`src/rtl/conv_tile_scheduler.sv`:
```
// Tile sequencer for a PE_SIZE x PE_SIZE systolic convolution array: walks output-channel
// and input-channel tiles, hands base addresses to the data mover and drains the array.
module conv_tile_scheduler #(
  parameter int PE_SIZE      = 16,
  parameter int DRAIN_CYCLES = 2*PE_SIZE-1,
  parameter int W_ADDR_WIDTH = 16,
  parameter int A_ADDR_WIDTH = 16
) (
  input  logic                    clk,
  input  logic                    rst_n,
  input  logic                    start_i,
  input  logic [7:0]              cfg_oc_tiles_i,
  input  logic [7:0]              cfg_ic_tiles_i,
  input  logic [9:0]              cfg_rows_i,
  input  logic                    mover_done_i,
  output logic                    mover_en_o,
  output logic [W_ADDR_WIDTH-1:0] w_base_o,
  output logic [A_ADDR_WIDTH-1:0] a_base_o,
  output logic                    acc_clear_o,
  output logic                    last_ic_o,
  output logic                    drain_o,
  output logic                    busy_o,
  output logic                    done_o
);

  localparam int DCW = (DRAIN_CYCLES > 1) ? $clog2(DRAIN_CYCLES) : 1;

  typedef enum logic [2:0] {IDLE, RUN, STEP, DRAIN, DONE} state_t;

  state_t         state;
  logic [7:0]     oc_tiles;
  logic [7:0]     ic_tiles;
  logic [7:0]     oc_idx;
  logic [7:0]     ic_idx;
  logic [9:0]     rows;
  logic [DCW-1:0] drain_cnt;
  logic           done_seen;
  logic [7:0]     oc_last;
  logic [7:0]     ic_last;

  assign oc_last = oc_tiles - 8'd1;
  assign ic_last = ic_tiles - 8'd1;

  // mover_done is captured into done_seen first, so RUN lasts one cycle past the sampled pulse.
  // All outputs are registered and updated on the same transitions as the state.
  always_ff @(posedge clk or negedge rst_n) begin
    if (!rst_n) begin
      state       <= IDLE;
      oc_tiles    <= '0;
      ic_tiles    <= '0;
      rows        <= '0;
      oc_idx      <= '0;
      ic_idx      <= '0;
      drain_cnt   <= '0;
      done_seen   <= 1'b0;
      mover_en_o  <= 1'b0;
      w_base_o    <= '0;
      a_base_o    <= '0;
      acc_clear_o <= 1'b0;
      last_ic_o   <= 1'b0;
      drain_o     <= 1'b0;
      busy_o      <= 1'b0;
      done_o      <= 1'b0;
    end else begin
      acc_clear_o <= 1'b0;
      done_o      <= 1'b0;
      case (state)
        IDLE: begin
          if (start_i) begin
            oc_tiles <= cfg_oc_tiles_i;
            ic_tiles <= cfg_ic_tiles_i;
            rows     <= cfg_rows_i;
            oc_idx   <= '0;
            ic_idx   <= '0;
            w_base_o <= '0;
            a_base_o <= '0;
            busy_o   <= 1'b1;
            if (cfg_oc_tiles_i == 8'd0 || cfg_ic_tiles_i == 8'd0) begin
              state  <= DONE;
              done_o <= 1'b1;
            end else begin
              state       <= RUN;
              mover_en_o  <= 1'b1;
              acc_clear_o <= 1'b1;
              last_ic_o   <= (cfg_ic_tiles_i == 8'd1);
            end
          end
        end
        RUN: begin
          if (done_seen) begin
            state      <= STEP;
            done_seen  <= 1'b0;
            mover_en_o <= 1'b0;
            last_ic_o  <= 1'b0;
          end else if (mover_done_i) begin
            done_seen <= 1'b1;
          end
        end
        STEP: begin
          w_base_o <= w_base_o + W_ADDR_WIDTH'(PE_SIZE);
          if (ic_idx < ic_last) begin
            ic_idx     <= ic_idx + 8'd1;
            a_base_o   <= a_base_o + A_ADDR_WIDTH'(rows);
            state      <= RUN;
            mover_en_o <= 1'b1;
            last_ic_o  <= ((ic_idx + 8'd1) == ic_last);
          end else begin
            ic_idx    <= '0;
            a_base_o  <= '0;
            drain_cnt <= '0;
            state     <= DRAIN;
            drain_o   <= 1'b1;
          end
        end
        DRAIN: begin
          if (drain_cnt == DCW'(DRAIN_CYCLES-1)) begin
            drain_o <= 1'b0;
            if (oc_idx < oc_last) begin
              oc_idx      <= oc_idx + 8'd1;
              state       <= RUN;
              mover_en_o  <= 1'b1;
              acc_clear_o <= 1'b1;
              last_ic_o   <= (ic_last == 8'd0);
            end else begin
              state  <= DONE;
              done_o <= 1'b1;
            end
          end else begin
            drain_cnt <= drain_cnt + DCW'(1);
          end
        end
        DONE: begin
          state  <= IDLE;
          busy_o <= 1'b0;
        end
        default: state <= IDLE;
      endcase
    end
  end

endmodule

```
`config.mk`:
```
export PLATFORM = sky130hd
export DESIGN_NAME = conv_tile_scheduler
export DESIGN_NICKNAME = d
export VERILOG_FILES = /design/src/rtl/conv_tile_scheduler.sv
export SDC_FILE = /design/constraint.sdc
export NUM_CORES = 1
export LEC_CHECK = 0
export CAP_MARGIN = 20
export CORE_MARGIN = 2
export CORE_UTILIZATION = 30
export CTS_CLUSTER_SIZE = 20
export DETAILED_ROUTE_END_ITERATION = 8
export DONT_BUFFER_PORTS = 1
export GPL_ROUTABILITY_DRIVEN = 0
export PLACE_DENSITY_LB_ADDON = 0.08
export SETUP_SLACK_MARGIN = 0.02
export SKIP_CTS_REPAIR_TIMING = 1
export SLEW_MARGIN = 20
export SYNTH_ARGS = -nofsm -noshare
export SYNTH_HDL_FRONTEND = slang
export SYNTH_SLANG_ARGS = --single-unit
```
`constraint.sdc`:
```
create_clock -name clk -period 7.4 [get_ports clk]
set_input_delay 1.48 -clock clk [delete_from_list [all_inputs] [get_ports clk]]
set_output_delay 1.48 -clock clk [all_outputs]
set_load 0.01 [all_outputs]
```
==> flow_summary.toml <==
[power]
pwr-share-seq_pct = 36.3
p_leak_nw = 2.50
finalPower_w = 0.00208
vdd.ir_drop.worst_v = 0.000139
switching_power_w = 0.000906
sw_frac_of_total_pct = 43.5
combinationalPowerShare_pct = 41.8
p_int_w = 0.00118
clockPowerShare_pct = 22.0
cellPowerDensity_nw_per_um2 = 373

[route]
viasPerCell = 5.17
drt_iter0_markers = 290
detail_route.wirelength_um = 13700
route.detailed.wl_per_inst_um = 17.3
vias = 4083
drt_pass1_iterations = 4
drc = 0
ant_nets = 0

[global_routing]
grt_pass1_wl_um = 22000
grt_max_degree = 86
grtUsageMet2_pct = 25.4
use_met1_pct = 20.3
grt_use_total_pct = 15.6
top_usage_layer = "met2"
antenna_found_initial = 0
grt_use_met3_pct = 4.72
grt_pass1_vias = 4025
overflow = 0

[setup_path]
max_stage_delay_ns = 0.55
crit_chain = "inv_1 > ha_1 > nor3b_1 > xnor2_1 > ha_1 > a21oi_1 > nand2_1 > o311ai_1 > a22o_4 > a31oi_2 > nor3_1 > a22o_1"
reg2reg_slack_ns = 3.90
cp_slowest_cell = "nor3_1"
critical_path_class = "flip-flop to flip-flop"
arrival_ns = 3.79
worstPathMaxFanout = 8
crit_top_cell = "ha_1"
cp-start-kind = "flip-flop"
endpoint_kind = "flip-flop"
required_ns = 7.69
regToRegStartpoint = "ic_tiles[0]"
r2r-end = "ic_idx[2]"
reg2reg_depth = 12

[timing]
fin_skew_ns = 0.0105
setup_slack_ns = 3.90
min_period_ns = 3.50
setup_tns_ns = 0
maxSlewViolCount = 0
grt_setup_unrepaired = "no"
max_freq_ghz = 0.286
setup_viol_count_final = 0
worst_pin_slew_ns = 0.740
period_share_pct = 47.3
hold_ws_ns = 0.482
hold_viol_final = 0
slew_headroom_pct = 50.6

[finish]
antennaDiodeCount = 0
nets = 626
drive_gt1_share_pct = 5.09
final_util_pct = 33.6
syn2layout_area_growth_pct = 9.59
fillerInstances = 1749

[cts]
numCtsBuffers = 9
root_buffer = "clkbuf_16"
clock_latency_ns = 0.36
cts_tree = "yes"
path_clk_slew_ns = 0.07
htreeDepth = 3
clock_path_buffers = 2
clock-sinks = 85

[place]
hpwl_um = 9760
numPortBuffers = 0
pre_cts_slack_ns = 3.94

[floorplan]
start_util_pct = 30.7
fp.dieH_um = 134
core_area_sq_um = 16600
die-width_um = 134
die-area_sq_um = 18000
io_pins = 68
rows = 47

[synthesis]
syn_avg_cell_area_sq_um = 8.89
synthDistinctLibCells = 67
synth-edff-count = 0
synth-seq-area-share_pct = 41.8
synth_seq_cells = 85
ys_dominant_reg_cell = "dfrtp_1"
synth_area_leaders = "dfrtp_1 42%, nand2_1 9.4%, ha_1 7.4%, o21ai_0 3.4%, xnor2_1 3.4%"
yosysMostFrequentCell = "nand2_1"
synth_commonest_cells = "127 x nand2_1, 85 x dfrtp_1, 35 x o21ai_0"
synth.top_cell.area_share_pct = 41.8
synth-warning-count = 0
syn_area_sq_um = 5090
async_flop_share_pct = 100
netlist_instances = 572
synth_top_area_cell = "dfrtp_1"

[hold_path]
holdPathEnd = "rows[7]"
holdPathStages = 2
holdCritPathClass = "flip-flop to flip-flop"
holdCritStartpoint = "rows[7]"

[job]
max_cap_viol_count = 0

[run_status]
outcome = "completed"
==> layer usage <==
metal / vias to the layer above / share of wire (%)
met2: 94 / 46
met4: 0 / 1.0
met5: - / 0
met1: 1967 / 46
li1: 2010 / -
met3: 12 / 6.9
==> placed cells by master (no fill, tap or decap), types with 8 or more instances in the layout <==
| cell | netlist | final |
|---|---|---|
| nand4_1 | 8 | 8 |
| nor2_1 | 30 | 29 |
| nor3_1 | 14 | 14 |
| a21oi_1 | 12 | 12 |
| nand2_1 | 127 | 127 |
| xor2_1 | 16 | 16 |
| clkbuf_16 | 0 | 9 |
| dfrtp_1 | 85 | 85 |
| ha_1 | 30 | 30 |
| inv_1 | 19 | 19 |
| nand3_1 | 19 | 19 |
| nor4_1 | 9 | 9 |
| o21ai_1 | 12 | 12 |
| xnor2_1 | 20 | 20 |
| o21ai_0 | 35 | 35 |
==> state kept, by name, summed over array words and instances (netlist names) <==
signal and count:
mover_en_o 1, busy_o 1, w_base_o 12, oc_idx 8, done_seen 1, oc_tiles 8, state 3, acc_clear_o 1
drain_cnt 5, ic_tiles 8, ic_idx 8, drain_o 1, a_base_o 16, done_o 1, rows 10, last_ic_o 1
==> power groups by stage <==
stage | sequential, W | clock (W) | combinational (W)
4_1_cts | 0.000758 | 0.000473 | 0.000877
3_5_place_dp | 0.000765 | 0 | 0.000869
3_3_place_gp | 0.000765 | 0 | 0.000861
6_report | 0.000755 | 0.000457 | 0.000869
2_1_floorplan | 0.000702 | 0 | 0.000704
5_1_grt | 0.000780 | 0.000494 | 0.000987
==> critical path: cells and delay by family, from the launching register on <==
| kind | cells | cell delay (ns) |
|---|---|---|
| xor+xnor | 1 | 0.20 |
| compound gates | 5 | 1.24 |
| simple gates | 3 | 0.88 |
| flops | 1 | 0.42 |
| buf+inv | 1 | 0.12 |
| fa+ha+maj | 2 | 0.57 |
==> area by class of cell <==
type,count,area (sq um),share of cell area (%)
inverters,19,71.3,1.28
multi-input cells,447,2790,50.0
clock buffers,9,225,4.04
flip-flops and latches,85,2130,38.2
well taps,220,275,4.94
repair buffers,3,22.5,0.404
clock inverters,7,66.3,1.19
==> worst max path at each step <==
| stage | start | end | slack (ns) | cells after the start |
|---|---|---|---|---|
| floorplan | ic_tiles[0] | last_ic_o | 4.34 | 12 |
| global placement | ic_tiles[0] | last_ic_o | 4.04 | 12 |
| detailed placement | ic_tiles[0] | ic_idx[2] | 3.94 | 12 |
| CTS | ic_tiles[0] | ic_idx[2] | 3.91 | 12 |
| global route | ic_tiles[0] | ic_idx[2] | 3.57 | 12 |
| finish | ic_tiles[0] | ic_idx[2] | 3.90 | 12 |
==> through the flow <==
stage                     cell area [sq um]  std cells
after floorplan                        5100        575
after global placement                 5280        774
after detailed placement               5280        774
after CTS                              5580        790
after global routing                   5580        790
final                                  5580        790
==> cell families (layout without fill, tap and decap cells) <==
group / after synthesis / in the layout / synth area share [%]
other: 1 / 4 / 0.0737
DFF: 85 / 85 / 41.8
xor gates and xnor gates: 36 / 36 / 6.20
buffers and inverters: 43 / 38 / 3.66
AOI/OAI and AO/OA: 126 / 126 / 17.0
muxes: 7 / 7 / 1.40
adders and majority gates: 31 / 31 / 7.77
and+or+nand+nor: 243 / 243 / 22.1
Note: power is estimated with default switching activity, not from simulation.
